`src/rtl/id_ctrl_pipe_pkg.sv`:
```
// -----------------------------------------------------------------------------
// id_ctrl_pipe_pkg
// Shared opcode, ALU-command and branch-condition encodings for the MIPS
// pipeline, plus the control bundle carried from ID into the ID/EX register.
// No ports; imported by the decoder, the interface and the pipe top.
// -----------------------------------------------------------------------------
package id_ctrl_pipe_pkg;

   localparam int OPC_W = 6;
   localparam int EXE_W = 4;

   // Opcodes
   localparam logic [OPC_W-1:0] OP_ADD  = 6'b000001;
   localparam logic [OPC_W-1:0] OP_SUB  = 6'b000011;
   localparam logic [OPC_W-1:0] OP_AND  = 6'b000101;
   localparam logic [OPC_W-1:0] OP_OR   = 6'b000110;
   localparam logic [OPC_W-1:0] OP_NOR  = 6'b000111;
   localparam logic [OPC_W-1:0] OP_XOR  = 6'b001000;
   localparam logic [OPC_W-1:0] OP_SLT  = 6'b001001;
   localparam logic [OPC_W-1:0] OP_SLL  = 6'b001010;
   localparam logic [OPC_W-1:0] OP_SRL  = 6'b001011;
   localparam logic [OPC_W-1:0] OP_MUL  = 6'b001101;
   localparam logic [OPC_W-1:0] OP_ADDI = 6'b100000;
   localparam logic [OPC_W-1:0] OP_SUBI = 6'b100001;
   localparam logic [OPC_W-1:0] OP_LD   = 6'b100100;
   localparam logic [OPC_W-1:0] OP_ST   = 6'b100101;
   localparam logic [OPC_W-1:0] OP_BEZ  = 6'b101000;
   localparam logic [OPC_W-1:0] OP_BNE  = 6'b101001;
   localparam logic [OPC_W-1:0] OP_JMP  = 6'b101010;

   // ALU commands
   localparam logic [EXE_W-1:0] EXE_ADD          = 4'b0000;
   localparam logic [EXE_W-1:0] EXE_SUB          = 4'b0010;
   localparam logic [EXE_W-1:0] EXE_AND          = 4'b0100;
   localparam logic [EXE_W-1:0] EXE_OR           = 4'b0101;
   localparam logic [EXE_W-1:0] EXE_NOR          = 4'b0110;
   localparam logic [EXE_W-1:0] EXE_XOR          = 4'b0111;
   localparam logic [EXE_W-1:0] EXE_SLL          = 4'b1000;
   localparam logic [EXE_W-1:0] EXE_SRL          = 4'b1001;
   localparam logic [EXE_W-1:0] EXE_MUL          = 4'b1010;
   localparam logic [EXE_W-1:0] EXE_SLT          = 4'b1011;
   localparam logic [EXE_W-1:0] EXE_NO_OPERATION = 4'b1111;

   // Branch conditions
   localparam logic [1:0] COND_BNE  = 2'b01;
   localparam logic [1:0] COND_JUMP = 2'b10;
   localparam logic [1:0] COND_BEZ  = 2'b11;

   // Everything the ID/EX register hands to EX/MEM/WB (stall_req is FSM state
   // and lives outside the bundle).
   typedef struct packed {
      logic             branch_en;
      logic [EXE_W-1:0] exe_cmd;
      logic [1:0]       branch_cmd;
      logic             is_imm;
      logic             st_or_bne;
      logic             wb_en;
      logic             mem_read_en;
      logic             mem_write_en;
      logic             mul_start;
      logic             illegal_op;
   } ctrl_t;

   // All-zero bundle carrying only an ALU command.
   function automatic ctrl_t ctrl_exe(input logic [EXE_W-1:0] cmd);
      ctrl_t c;
      c         = '0;
      c.exe_cmd = cmd;
      return c;
   endfunction

endpackage

```
`src/rtl/id_ctrl_pipe_if.sv`:
```
// -----------------------------------------------------------------------------
// id_ctrl_pipe_if
// Bundles the IF/ID-side inputs (opcode, hazard_detected, flush) and every
// registered control output of the ID stage.
//   master : drives opcode/hazard_detected/flush, receives controls
//   slave  : the control pipe itself
// -----------------------------------------------------------------------------
interface id_ctrl_pipe_if #(
   parameter int OP_CODE_LEN = id_ctrl_pipe_pkg::OPC_W,
   parameter int EXE_CMD_LEN = id_ctrl_pipe_pkg::EXE_W
);
   logic [OP_CODE_LEN-1:0] opcode;
   logic                   hazard_detected;
   logic                   flush;

   logic                   Branch_En;
   logic [EXE_CMD_LEN-1:0] EXE_CMD;
   logic [1:0]             Branch_CMD;
   logic                   is_imm;
   logic                   ST_or_BNE;
   logic                   WB_EN;
   logic                   Mem_Read_EN;
   logic                   Mem_Write_EN;
   logic                   mul_start;
   logic                   stall_req;
   logic                   illegal_op;

   modport master (
      output opcode, hazard_detected, flush,
      input  Branch_En, EXE_CMD, Branch_CMD, is_imm, ST_or_BNE, WB_EN,
             Mem_Read_EN, Mem_Write_EN, mul_start, stall_req, illegal_op
   );

   modport slave (
      input  opcode, hazard_detected, flush,
      output Branch_En, EXE_CMD, Branch_CMD, is_imm, ST_or_BNE, WB_EN,
             Mem_Read_EN, Mem_Write_EN, mul_start, stall_req, illegal_op
   );
endinterface

```
`src/rtl/id_ctrl_pipe_ctrl_decode.sv`:
```
// -----------------------------------------------------------------------------
// ctrl_decode
// Purely combinational opcode -> control bundle decoder.
//   opcode_i     : opcode from IF/ID
//   ctrl_o       : decoded bundle (bubble with illegal_op set if undecodable)
//   is_mul_o     : opcode is OP_MUL; the pipe's FSM sequences it
//   is_illegal_o : opcode is not in the table
// -----------------------------------------------------------------------------
module ctrl_decode
   import id_ctrl_pipe_pkg::*;
#(
   parameter int OP_CODE_LEN = OPC_W
) (
   input  logic [OP_CODE_LEN-1:0] opcode_i,
   output ctrl_t                  ctrl_o,
   output logic                   is_mul_o,
   output logic                   is_illegal_o
);

   always_comb begin
      ctrl_o       = '0;
      is_mul_o     = 1'b0;
      is_illegal_o = 1'b0;
      case (opcode_i)
         OP_ADD: begin ctrl_o = ctrl_exe(EXE_ADD); ctrl_o.wb_en = 1'b1; end
         OP_SUB: begin ctrl_o = ctrl_exe(EXE_SUB); ctrl_o.wb_en = 1'b1; end
         OP_AND: begin ctrl_o = ctrl_exe(EXE_AND); ctrl_o.wb_en = 1'b1; end
         OP_OR:  begin ctrl_o = ctrl_exe(EXE_OR);  ctrl_o.wb_en = 1'b1; end
         OP_XOR: begin ctrl_o = ctrl_exe(EXE_XOR); ctrl_o.wb_en = 1'b1; end
         OP_NOR: begin ctrl_o = ctrl_exe(EXE_NOR); ctrl_o.wb_en = 1'b1; end
         OP_SLL: begin ctrl_o = ctrl_exe(EXE_SLL); ctrl_o.wb_en = 1'b1; end
         OP_SRL: begin ctrl_o = ctrl_exe(EXE_SRL); ctrl_o.wb_en = 1'b1; end
         OP_SLT: begin ctrl_o = ctrl_exe(EXE_SLT); ctrl_o.wb_en = 1'b1; end
         OP_ADDI, OP_SUBI: begin
            ctrl_o        = ctrl_exe(EXE_ADD);
            ctrl_o.wb_en  = 1'b1;
            ctrl_o.is_imm = 1'b1;
         end
         OP_LD: begin
            ctrl_o             = ctrl_exe(EXE_ADD);
            ctrl_o.wb_en       = 1'b1;
            ctrl_o.is_imm      = 1'b1;
            ctrl_o.st_or_bne   = 1'b1;
            ctrl_o.mem_read_en = 1'b1;
         end
         OP_ST: begin
            ctrl_o              = ctrl_exe(EXE_ADD);
            ctrl_o.is_imm       = 1'b1;
            ctrl_o.st_or_bne    = 1'b1;
            ctrl_o.mem_write_en = 1'b1;
         end
         OP_BEZ, OP_BNE, OP_JMP: begin
            ctrl_o           = ctrl_exe(EXE_NO_OPERATION);
            ctrl_o.is_imm    = 1'b1;
            ctrl_o.branch_en = 1'b1;
            if (opcode_i == OP_BEZ) begin
               ctrl_o.branch_cmd = COND_BEZ;
            end else if (opcode_i == OP_BNE) begin
               ctrl_o.branch_cmd = COND_BNE;
               ctrl_o.st_or_bne  = 1'b1;
            end else begin
               ctrl_o.branch_cmd = COND_JUMP;
            end
         end
         // The bundle stays zero: the FSM builds the MUL slots itself.
         OP_MUL: is_mul_o = 1'b1;
         default: begin
            is_illegal_o      = 1'b1;
            ctrl_o.illegal_op = 1'b1;
         end
      endcase
   end

endmodule

```
`src/rtl/id_ctrl_pipe.sv`:
```
// -----------------------------------------------------------------------------
// id_ctrl_pipe
// Registered ID-stage controller: decode feeds the ID/EX control register
// directly (one cycle opcode->controls). Handles hazard/flush bubbles and
// sequences OP_MUL over MUL_CYCLES slots while holding the front end.
//   clk, rst_n : clock, async active-low reset
//   bus        : id_ctrl_pipe_if.slave -- opcode/hazard_detected/flush in,
//                all registered control outputs (incl. stall_req) out
// -----------------------------------------------------------------------------
module id_ctrl_pipe
   import id_ctrl_pipe_pkg::*;
#(
   parameter int OP_CODE_LEN = OPC_W,
   parameter int EXE_CMD_LEN = EXE_W,
   parameter int MUL_CYCLES  = 4      // legal 2..16
) (
   input  logic          clk,
   input  logic          rst_n,
   id_ctrl_pipe_if.slave bus
);

   localparam logic [0:0] ST_IDLE     = 1'b0;
   localparam logic [0:0] ST_MUL_BUSY = 1'b1;

   localparam int              CNT_W    = $clog2(MUL_CYCLES);
   localparam logic [CNT_W-1:0] CNT_LOAD = CNT_W'(MUL_CYCLES - 2);

   logic [0:0]       state_q, state_d;
   logic [CNT_W-1:0] cnt_q, cnt_d;
   ctrl_t            ctrl_q, ctrl_d;

   ctrl_t dec_ctrl;
   logic  dec_is_mul;
   logic  dec_is_illegal;

   ctrl_decode #(.OP_CODE_LEN(OP_CODE_LEN)) u_dec (
      .opcode_i     (bus.opcode),
      .ctrl_o       (dec_ctrl),
      .is_mul_o     (dec_is_mul),
      .is_illegal_o (dec_is_illegal)
   );

   // Priority: flush > MUL_BUSY > hazard > decode. ctrl_d defaults to bubble.
   always_comb begin
      ctrl_d  = '0;
      state_d = state_q;
      cnt_d   = cnt_q;
      if (bus.flush) begin
         state_d = ST_IDLE;
         cnt_d   = '0;
      end else if (state_q == ST_MUL_BUSY) begin
         if (cnt_q != '0) begin
            cnt_d = cnt_q - CNT_W'(1);
         end else begin
            ctrl_d       = ctrl_exe(EXE_MUL);
            ctrl_d.wb_en = 1'b1;
            state_d      = ST_IDLE;
         end
      end else if (bus.hazard_detected) begin
         ctrl_d = '0;
      end else if (dec_is_mul) begin
         ctrl_d           = ctrl_exe(EXE_MUL);
         ctrl_d.mul_start = 1'b1;
         cnt_d            = CNT_LOAD;
         state_d          = ST_MUL_BUSY;
      end else begin
         // dec_ctrl already carries illegal_op for undecodable opcodes.
         ctrl_d = dec_ctrl;
      end
   end

   always_ff @(posedge clk or negedge rst_n) begin
      if (!rst_n) begin
         state_q <= ST_IDLE;
         cnt_q   <= '0;
         ctrl_q  <= '0;
      end else begin
         state_q <= state_d;
         cnt_q   <= cnt_d;
         ctrl_q  <= ctrl_d;
      end
   end

   assign bus.Branch_En    = ctrl_q.branch_en;
   assign bus.EXE_CMD      = EXE_CMD_LEN'(ctrl_q.exe_cmd);
   assign bus.Branch_CMD   = ctrl_q.branch_cmd;
   assign bus.is_imm       = ctrl_q.is_imm;
   assign bus.ST_or_BNE    = ctrl_q.st_or_bne;
   assign bus.WB_EN        = ctrl_q.wb_en;
   assign bus.Mem_Read_EN  = ctrl_q.mem_read_en;
   assign bus.Mem_Write_EN = ctrl_q.mem_write_en;
   assign bus.mul_start    = ctrl_q.mul_start;
   assign bus.illegal_op   = ctrl_q.illegal_op;
   // State bit is itself a flop, so stall_req is a registered output.
   assign bus.stall_req    = (state_q == ST_MUL_BUSY);

   // Illegal flag is folded into dec_ctrl; the separate strobe is unused here.
   logic unused_ok;
   assign unused_ok = dec_is_illegal;

endmodule

```
`src/flat_wrapper.sv`:
```
// flat-port wrapper written by rule: the top's interface ports become plain ports
module id_ctrl_pipe_flat import id_ctrl_pipe_pkg::*;
#(
   parameter int OP_CODE_LEN = OPC_W,
   parameter int EXE_CMD_LEN = EXE_W,
   parameter int MUL_CYCLES  = 4                    
)
  (clk, rst_n, bus_opcode, bus_hazard_detected, bus_flush, bus_Branch_En, bus_EXE_CMD, bus_Branch_CMD, bus_is_imm, bus_ST_or_BNE, bus_WB_EN, bus_Mem_Read_EN, bus_Mem_Write_EN, bus_mul_start, bus_stall_req, bus_illegal_op);
  id_ctrl_pipe_if #(.OP_CODE_LEN(OP_CODE_LEN), .EXE_CMD_LEN(EXE_CMD_LEN)) bus_i ();
  input  logic clk;
  input  logic rst_n;
  input wire logic [$bits(bus_i.opcode)-1:0] bus_opcode;
  input wire logic [$bits(bus_i.hazard_detected)-1:0] bus_hazard_detected;
  input wire logic [$bits(bus_i.flush)-1:0] bus_flush;
  output wire logic [$bits(bus_i.Branch_En)-1:0] bus_Branch_En;
  output wire logic [$bits(bus_i.EXE_CMD)-1:0] bus_EXE_CMD;
  output wire logic [$bits(bus_i.Branch_CMD)-1:0] bus_Branch_CMD;
  output wire logic [$bits(bus_i.is_imm)-1:0] bus_is_imm;
  output wire logic [$bits(bus_i.ST_or_BNE)-1:0] bus_ST_or_BNE;
  output wire logic [$bits(bus_i.WB_EN)-1:0] bus_WB_EN;
  output wire logic [$bits(bus_i.Mem_Read_EN)-1:0] bus_Mem_Read_EN;
  output wire logic [$bits(bus_i.Mem_Write_EN)-1:0] bus_Mem_Write_EN;
  output wire logic [$bits(bus_i.mul_start)-1:0] bus_mul_start;
  output wire logic [$bits(bus_i.stall_req)-1:0] bus_stall_req;
  output wire logic [$bits(bus_i.illegal_op)-1:0] bus_illegal_op;
  assign bus_i.opcode = bus_opcode;
  assign bus_i.hazard_detected = bus_hazard_detected;
  assign bus_i.flush = bus_flush;
  assign bus_Branch_En = bus_i.Branch_En;
  assign bus_EXE_CMD = bus_i.EXE_CMD;
  assign bus_Branch_CMD = bus_i.Branch_CMD;
  assign bus_is_imm = bus_i.is_imm;
  assign bus_ST_or_BNE = bus_i.ST_or_BNE;
  assign bus_WB_EN = bus_i.WB_EN;
  assign bus_Mem_Read_EN = bus_i.Mem_Read_EN;
  assign bus_Mem_Write_EN = bus_i.Mem_Write_EN;
  assign bus_mul_start = bus_i.mul_start;
  assign bus_stall_req = bus_i.stall_req;
  assign bus_illegal_op = bus_i.illegal_op;
  id_ctrl_pipe #(.OP_CODE_LEN(OP_CODE_LEN), .EXE_CMD_LEN(EXE_CMD_LEN), .MUL_CYCLES(MUL_CYCLES)) u_core (.clk(clk), .rst_n(rst_n), .bus(bus_i));
endmodule
```
`config.mk`:
```
export PLATFORM = sky130hd
export DESIGN_NAME = id_ctrl_pipe_flat
export DESIGN_NICKNAME = d
export VERILOG_FILES = /design/src/rtl/id_ctrl_pipe_pkg.sv /design/src/rtl/id_ctrl_pipe_if.sv /design/src/rtl/id_ctrl_pipe_ctrl_decode.sv /design/src/rtl/id_ctrl_pipe.sv /design/src/flat_wrapper.sv
export SDC_FILE = /design/constraint.sdc
export NUM_CORES = 1
export LEC_CHECK = 0
export CAP_MARGIN = 15
export CORE_MARGIN = 2
export CORE_UTILIZATION = 46
export CTS_CLUSTER_DIAMETER = 40
export DETAILED_ROUTE_END_ITERATION = 16
export HOLD_SLACK_MARGIN = 0.02
export MAX_ROUTING_LAYER = met4
export PLACE_DENSITY = 0.77
export SETUP_SLACK_MARGIN = 0.05
export SLEW_MARGIN = 20
export SYNTH_ARGS = -nofsm -noshare
export SYNTH_HDL_FRONTEND = slang
export SYNTH_SLANG_ARGS = --single-unit
export TNS_END_PERCENT = 30
```
`constraint.sdc`:
```
create_clock -name clk -period 1.91 [get_ports clk]
set_input_delay 0.191 -clock clk [delete_from_list [all_inputs] [get_ports clk]]
set_output_delay 0.191 -clock clk [all_outputs]
set_load 0.03 [all_outputs]
```
==> results.md, run 1 <==
Worst setup path:
- The number of buffers and inverters on the critical path is 1.
- The type of destination of the critical path is an output port.
- The maximum net fanout on the critical path is 6.
- The worst setup path is launched from a flop.
- The highest cell delay on the worst timing path is 700 ps.
- Broken down by cell family, the worst path's largest delay share belongs to buffers and inverters.
- The worst path arrival time is 1410 ps.
- The critical path goes through clkdlybuf4s50_1.
- The path type of the worst setup path is reg -> out.
- The slowest stage of the critical path is the clkdlybuf4s50_1 cell.
- The data required time of the worst path is 1720 ps.

Detailed routing:
- Detailed routing inserted a total of 797 vias.
- The detailed-router iteration count before antenna repair is 4.
- The number of violations reported at the end of detailed-routing iteration 0 is 17.
- Using the TritonRoute via totals, the vias-per-cell ratio works out to 5.313.
- The count of nets left with antenna violations once routing finished came out at 0.
- Wires add up to 1919 um.
- After detailed routing, the average wire length per cell comes to 12.79 um.
- The remaining routing DRC violations is 0.

Logic synthesis:
- The synthesized netlist occupies a cell area of 919.6 um2.
- Synthesis produced a netlist whose cell count is 96.
- The share of the Yosys chip area taken by registers is 46.26%.
- The dominant synthesized flop cell is dfrtp_1.
- Synthesis produced a netlist with a net count of 107.
- The number of synthesized flops with an enable pin is 0.
- The warning count from the yosys run is 0.
- The fraction of registers with async set or reset after synthesis is 100.0%.
- The average instance in the mapped netlist occupies 9.580 um2.
- The flip-flop and latch count after synthesis is 17.
- The synthesized netlist contains 35 unique library cells.

Pwr:
- The ratio of total power to cell area is 550.2 nW/um2.
- The internal power of the cells totals 0.0004967 W.
- The cell leakage power is 0.5014 nW.
- The power share of the clock group is 27.1%.
- The switching portion of total power is 25.30%.
- The net load switching power is 0.0001682 W.
- The portion of total power attributed to sequential cells is 54.9%.
- IR analysis of the VDD net gives a maximum drop of 0.0002855 V.
- The fraction of power consumed by combinational cells is 18.0%.

Floorplanning:
- The floorplan die width is 48.71 um.
- The floorplan step defined a die boundary enclosing 2373 um2.
- 25 I/O pins were placed.
- The placeable core region is 1922 um2.
- The number of core rows is 16.
- The die height is 48.71 um.
- The initial utilization of the core area, before any placement, comes to 47.85%.

Clocking:
- The number of hold buffers added after cts is 0.
- The clock passes through at most 2 buffers.
- CTS built an H-tree with a depth of 1.
- Clock-pin slew was measured on the worst setup and hold paths at 90 ps.
- TritonCTS built the clock tree.
- The number of sinks driven by the clock tree is 17.
- The number of clock buffers inserted by TritonCTS is 3.
- For the worst-skew pair, the clock arrives at the later sink with an insertion delay of 280 ps.
- Buffers added to address setup during post-CTS repair amount to 0.
- The library cell used as clock root buffer is clkbuf_4.
- Once the clock tree was built, the resizer swapped 0 gates to a different size.

Timing:
- The final period demand of the worst path is 1597 ps.
- The relative slew slack is 50.71%.
- Setup repair after global routing left no endpoint under its margin.
- Of the available clock period, the critical path in the final layout requires 83.61%.
- The actual transition at the worst max-transition pin is 737.1 ps.
- For the final database, setup skew stands at 1.700 ps.
- The number of hold-slack violations in the final timing report was 0.
- The final-layout worst hold slack is 343.8 ps.
- Setup violations remaining at the end of the flow were counted as 0.
- The maximum clock rate is 626.2 MHz.
- The total negative slack for setup checks is 0 ps.
- The total count of max-transition violations in the final report came to 0.

Final layout:
- After the flow finishes, the layout carries non-filler instances totaling 150.
- The layout overhead on the synthesized area is 31.43%.
- The number of antenna diodes in the final layout is 0.
- The filler cell count is 173.
- The count of nets after finishing is 135.
- The fraction of layout cells with a size suffix above 1 is 13.01%.

Min path:
- The type of the worst min-delay path is in -> async.

Placed design:
- The quantity of I/O buffers inserted on ports is 24.
- Once detailed placement completed, the half-perimeter wirelength came to 1498 um.
- In this run, placement finished with an instance count of 146.
- The weighted congestion reported at the end of routability-driven placement is 0.8853.

Global route:
- Across every metal layer, demand over resource in global routing totals 17.61%.
- The maximum number of pins on one net before global-route repair is 18.
- The initial antenna violation count came to 0.
- The first global-routing pass estimated 3167 um of wire.
- The number of global-route vias before repair is 743.
- The sum of overflow across all layers after global routing is 0.

Status:
- The run finished with clean final reports.

Flow run:
- The number of max-cap violations is 0.
## cell usage after synthesis (3+ instances only)
| cell | count | area share [%] |
|---|---|---|
| o21ai_0 | 3 | 1.6 |
| buf_4 | 3 | 2.4 |
| nor2b_1 | 6 | 4.1 |
| nand2b_1 | 4 | 2.7 |
| inv_1 | 5 | 2.0 |
| dfrtp_1 | 17 | 46 |
| a21oi_1 | 6 | 3.3 |
| nor3_1 | 3 | 1.6 |
| nand2_1 | 6 | 2.4 |
| nor2_1 | 11 | 4.5 |
## final cells by class
type	count	area (um2)	share of cell area (%)
clock buffer	4	26.28	2.174
inverter	6	22.52	1.863
multi-input combinational	69	437.9	36.23
sequential	17	425.4	35.20
tap	27	33.78	2.795
timing repair buffer	27	262.8	21.74
## logic make-up (layout without fill, tap and decap cells)
| logic type | count (synthesis) | count (layout) | synth area share (%) |
|---|---|---|---|
| and+or+nand+nor | 48 | 48 | 31.43 |
| AOI/OAI and AO/OA | 19 | 19 | 13.88 |
| DFF | 17 | 17 | 46.26 |
| buffers and inverters | 10 | 37 | 6.122 |
| adders and majority gates | 1 | 1 | 1.360 |
| xor gates and xnor gates | 1 | 1 | 0.9526 |
## registers in the layout, summed over array words and instances, names as in the netlist
| name | count |
|---|---|
| u_core.bus.EXE_CMD | 4 |
| u_core.bus.Branch_CMD | 2 |
| u_core.bus.Branch_En | 1 |
| u_core.bus.illegal_op | 1 |
| u_core.bus.is_imm | 1 |
| u_core.bus.Mem_Read_EN | 1 |
| u_core.bus.WB_EN | 1 |
| u_core.cnt_q | 2 |
| u_core.bus.stall_req | 1 |
| u_core.bus.mul_start | 1 |
| u_core.bus.Mem_Write_EN | 1 |
| u_core.bus.ST_or_BNE | 1 |
## final timing paths
| kind | slack [ps] | startpoint | cells past startpoint | end |
|---|---|---|---|---|
| min in group clk | 550 | u_core.cnt_q[1] | 2 | u_core.cnt_q[1] |
| hold reg to reg | 550 | u_core.cnt_q[1] | 2 | u_core.cnt_q[1] |
| hold / removal | 340 | rst_n | 1 | u_core.bus.EXE_CMD[2] |
| setup / recovery | 310 | u_core.bus.stall_req | 1 | bus_stall_req |
| max in group asynchronous | 1110 | rst_n | 1 | u_core.bus.is_imm |
| setup reg to reg | 480 | u_core.bus.stall_req | 3 | u_core.bus.Mem_Write_EN |
## cells in the final DEF (no fill, tap or decap), drive strengths merged, types with 3 or more instances in the layout
| master | count |
|---|---|
| clkbuf | 4 |
| nand2 | 6 |
| inv | 6 |
| clkdlybuf4s50 | 24 |
| dfrtp | 17 |
| nor2 | 12 |
| a21oi | 6 |
| o21ai | 3 |
| nor3 | 5 |
| nor2b | 6 |
| nand2b | 5 |
| buf | 3 |
| or3 | 3 |
## metal layers
| layer | part of all wire, % | wire, um | global-route usage, % |
|---|---|---|---|
| met4 | 1.5 | 29 | 8.571 |
| met2 | 50 | 961 | 29.68 |
| met3 | 3.5 | 68 | 0.9259 |
| met5 | 0 | 0 | - |
| met1 | 45 | 859 | 21.64 |
## power groups by stage
stage | Combinational, W | Clock (W) | Sequential [W]
after floorplan | 0.0000595 | 0 | 0.000381
after global placement | 0.000117 | 0 | 0.000372
after detailed placement | 0.000119 | 0 | 0.000372
after CTS | 0.000119 | 0.000188 | 0.000365
after global routing | 0.000129 | 0.000201 | 0.000366
final | 0.000120 | 0.000180 | 0.000365
## stage by stage
step           power (W)  setup WS [ps]  utilization [%]  cell area [um2]
2_1_floorplan  0.0004408          421.1                -            919.6
6_report       0.0006650          313.1            62.89             1209
5_1_grt        0.0006953          255.9            62.89             1209
3_3_place_gp   0.0004888          129.5            61.52             1182
4_1_cts        0.0006719          310.9            62.89             1209
3_5_place_dp   0.0004911          110.8            61.52             1182
No activity file was read; power rests on OpenSTA's default activity.
==> run 2, diff against run 1 <==
==> constraint.sdc (replaced) <==
create_clock -name clk -period 1.66 [get_ports clk]
set_input_delay 0.166 -clock clk [delete_from_list [all_inputs] [get_ports clk]]
set_output_delay 0.166 -clock clk [all_outputs]
set_load 0.03 [all_outputs]
==> run 2 against run 1 <==
Power is 19% higher. Cell area is 4.6% higher. Sequential cell count unchanged. Core utilization up 2.9 points. Clock power grew 24%. Sequential share of layout area decreased by 1.5 points. Sequential power grew 15%. Global-route usage fell by 0.36 points. Wire length fell by 0.89%. Hold slack worse by 170 ps. Critical endpoint is now bus_Branch_CMD[1]. Highest routed layer unchanged.
==> results.md, run 2 (same netlist as run 1, synthesis figures left out) <==
Clocking:
- The number of hold buffers added after cts is 0.
- The post-cts repair resize count is 0.
- The number of sinks driven by the clock tree is 17.
- TritonCTS built the clock tree.
- The clock-pin slew of the registers on the worst-case setup and hold paths is 100 ps.
- The longest clock path from root to sink contains 2 buffers.
- The number of clock buffers inserted by TritonCTS is 3.
- In this run the number of H-tree levels came out at 1.
- The library cell used as clock root buffer is clkbuf_4.
- The post-CTS setup repair buffer count is 0.
- At the later pin of the worst-skew pair, clock insertion delay measures 300 ps.

Pwr:
- The ratio of total power to cell area is 628.0 nW/um2.
- IR analysis of the VDD net gives a maximum drop of 0.0004399 V.
- The cell leakage power is 0.5540 nW.

Global route:
- Global routing consumed, over all layers together, 17.25% of the routing resources.
- The number of global-route vias before repair is 768.
- After global routing the overflow that remains totals 0.
- The wire length of the first global-routing pass is 3063 um.
- The initial antenna violation count is 0.
- The maximum number of pins on one net before global-route repair is 18.

Floorplanning:
- The die height is 48.71 um.
- The die covers 2373 um2.
- Row generation in the floorplan step produced 16 rows.
- In this run the count of I/O pins placed on the die edge is 25.
- The floorplan die width is 48.71 um.
- For this configuration, the core starts out at a cell density of 47.85%.
- The total area inside the core boundary comes to 1922 um2.

Final layout:
- The number of inserted diodes is 0.
- The layout overhead on the synthesized area is 37.41%.
- The flip-flop count of the largest register, all copies and words added is 4.
- The library cells used most frequently in the layout, excluding fill and tap cells, are 23 x clkdlybuf4s50_1, 17 x dfrtp_1, 11 x nor2_1, 10 x buf_4.
- The library cell used most frequently in the layout, excluding fill and tap cells, is clkdlybuf4s50_1.
- The area of the multi-input gates is 437.9 um2.
- Measured on the finished design, the core utilization comes to 65.76%.
- The final layout contains 142 nets.
- The filler cell count is 170.
- The fraction of layout cells with a size suffix above 1 is 17.69%.
- Across the whole layout, storage elements account for 425.4 um2.

Detailed routing:
- The detail-routed net length per standard cell is 12.11 um.
- Once detail routing completed, the nets flagged for antenna violations numbered 0.
- The routed layout has 821 vias.
- The remaining routing DRC violations is 0.
- The routed design has 1902 um of wire.
- The number of violations reported at the end of detailed-routing iteration 0 is 13.
- The first TritonRoute pass finished after 4 iterations.
- After detailed routing, the number of vias per cell comes to 5.229.

Worst setup path:
- The critical path startpoint category is a flop.
- The maximum net fanout on the critical path is 1.
- Together, buffers and inverters on the worst path number 1.
- Across all register-to-register paths, the minimum setup slack is 200 ps.
- For the worst setup path, the data required time is 1490 ps.
- In this run the critical register-to-register path is captured at u_core.bus.Mem_Read_EN.
- The path type of the worst setup path is reg -> out.
- The largest single stage delay on the critical path is 660 ps.
- The signal on the critical path passes through clkdlybuf4s50_1.
- Among all stages on the critical path, the largest delay is contributed by clkdlybuf4s50_1.
- The number of cells on the worst reg-to-reg path is 3.
- The type of destination of the critical path is an output port.
- The startpoint of the lowest-slack register-to-register path is u_core.bus.stall_req.
- At the worst endpoint, the arrival time is 1310 ps.
- Grouping stages by cell kind, the critical path spends the most delay in buffers and inverters.

Min path:
- The worst hold path belongs to the class in -> async.

Timing:
- The maximum clock rate is 679.2 MHz.
- Between clock sinks in the finished design, the worst skew comes to 3.448 ps.
- The total count of max-transition violations in the final report is 0.
- After layout, the minimum clock period comes to 1472 ps.
- The number of hold-slack violations in the final timing report is 0.
- Setup repair after global routing left no endpoint under its margin.
- The least setup slack across all paths after layout is 187.6 ps.
- Of the available clock period, the critical path in the final layout requires 88.70%.
- Setup violations remaining at the end of the flow were counted as 0.
- The relative slew slack is 75.04%.
- For the pin with the worst max-slew slack, the measured transition is 373.6 ps.

Flow run:
- The number of max-cap violations is 0.

Placed design:
- The quantity of I/O buffers inserted on ports is 24.
- The weighted congestion reported at the end of routability-driven placement is 0.8676.
- Detailed placement finished with a half-perimeter wire length of 1516 um.
- The pre-CTS worst setup slack is -25.85 ps.

Status:
- The run finished with clean final reports.
==> run 2: cell count changes in the layout (fill, tap and decap cells not counted) <==
cell / delta
clkdlybuf4s50_1: -1
buf_4: +7
dlymetal6s2s_1: +1
==> run 2: where the power goes <==
group	total, W	internal (W)	switching [W]
logic	0.000149	0.0000700	0.0000795
clock network	0.000224	0.0000937	0.000130
registers	0.000420	0.000419	0.00000124
total	0.000794	0.000582	0.000211
==> run 2: final cells by class <==
type	instances	share of cell area (%)
clock buffers	4	2.079
flip-flops and latches	17	33.66
inverters	6	1.782
repair buffers	34	25.15
multi-input cells	69	34.65
well taps	27	2.673
==> run 2: metrics by stage <==
stage	setup TNS (ps)	power, W	hold slack (ps)	cell area (um2)	cells
2_1_floorplan	0	0.0005072	-129.6	919.6	96
3_3_place_gp	0	0.0005734	497.1	1235	153
3_5_place_dp	-34.19	0.0005775	504.2	1235	153
4_1_cts	0	0.0007928	186.3	1261	157
5_1_grt	0	0.0008239	215.8	1264	157
6_report	0	0.0007936	174.2	1264	157
==> run 2: metal layers <==
metal / track usage, % / vias up / routed length, um
met5: - / - / 0
met4: 10.95 / 0 / 48
met3: 1.235 / 5 / 74
met2: 27.40 / 29 / 917
met1: 21.41 / 382 / 861
li1: - / 405 / -
==> run 2: worst max path at each step <==
stage | from | to | slack, ps | depth (start not counted)
2_1_floorplan | u_core.bus.stall_req | u_core.bus.Mem_Read_EN | 170 | 3
3_3_place_gp | bus_opcode[3] | u_core.bus.EXE_CMD[1] | 30 | 4
3_5_place_dp | bus_opcode[3] | u_core.bus.EXE_CMD[3] | -30 | 4
4_1_cts | u_core.bus.stall_req | bus_stall_req | 70 | 1
5_1_grt | u_core.bus.EXE_CMD[2] | bus_EXE_CMD[2] | 150 | 1
6_report | u_core.bus.Branch_CMD[1] | bus_Branch_CMD[1] | 190 | 1
==> run 3, diff against run 2 <==
--- a/config.mk
+++ b/config.mk
@@ -11,7 +11,6 @@
 export CTS_CLUSTER_DIAMETER = 40
 export DETAILED_ROUTE_END_ITERATION = 16
 export HOLD_SLACK_MARGIN = 0.02
-export MAX_ROUTING_LAYER = met4
 export PLACE_DENSITY = 0.77
 export SETUP_SLACK_MARGIN = 0.05
 export SLEW_MARGIN = 20
==> results of run 3 <==
No change in the layout: final DEF, timing and power equal those of run 2.
Among the figures that moved: final weighted congestion in routability-driven placement 0.8676 -> 0.8541; overall routing resource usage 17.25% -> 16.77%
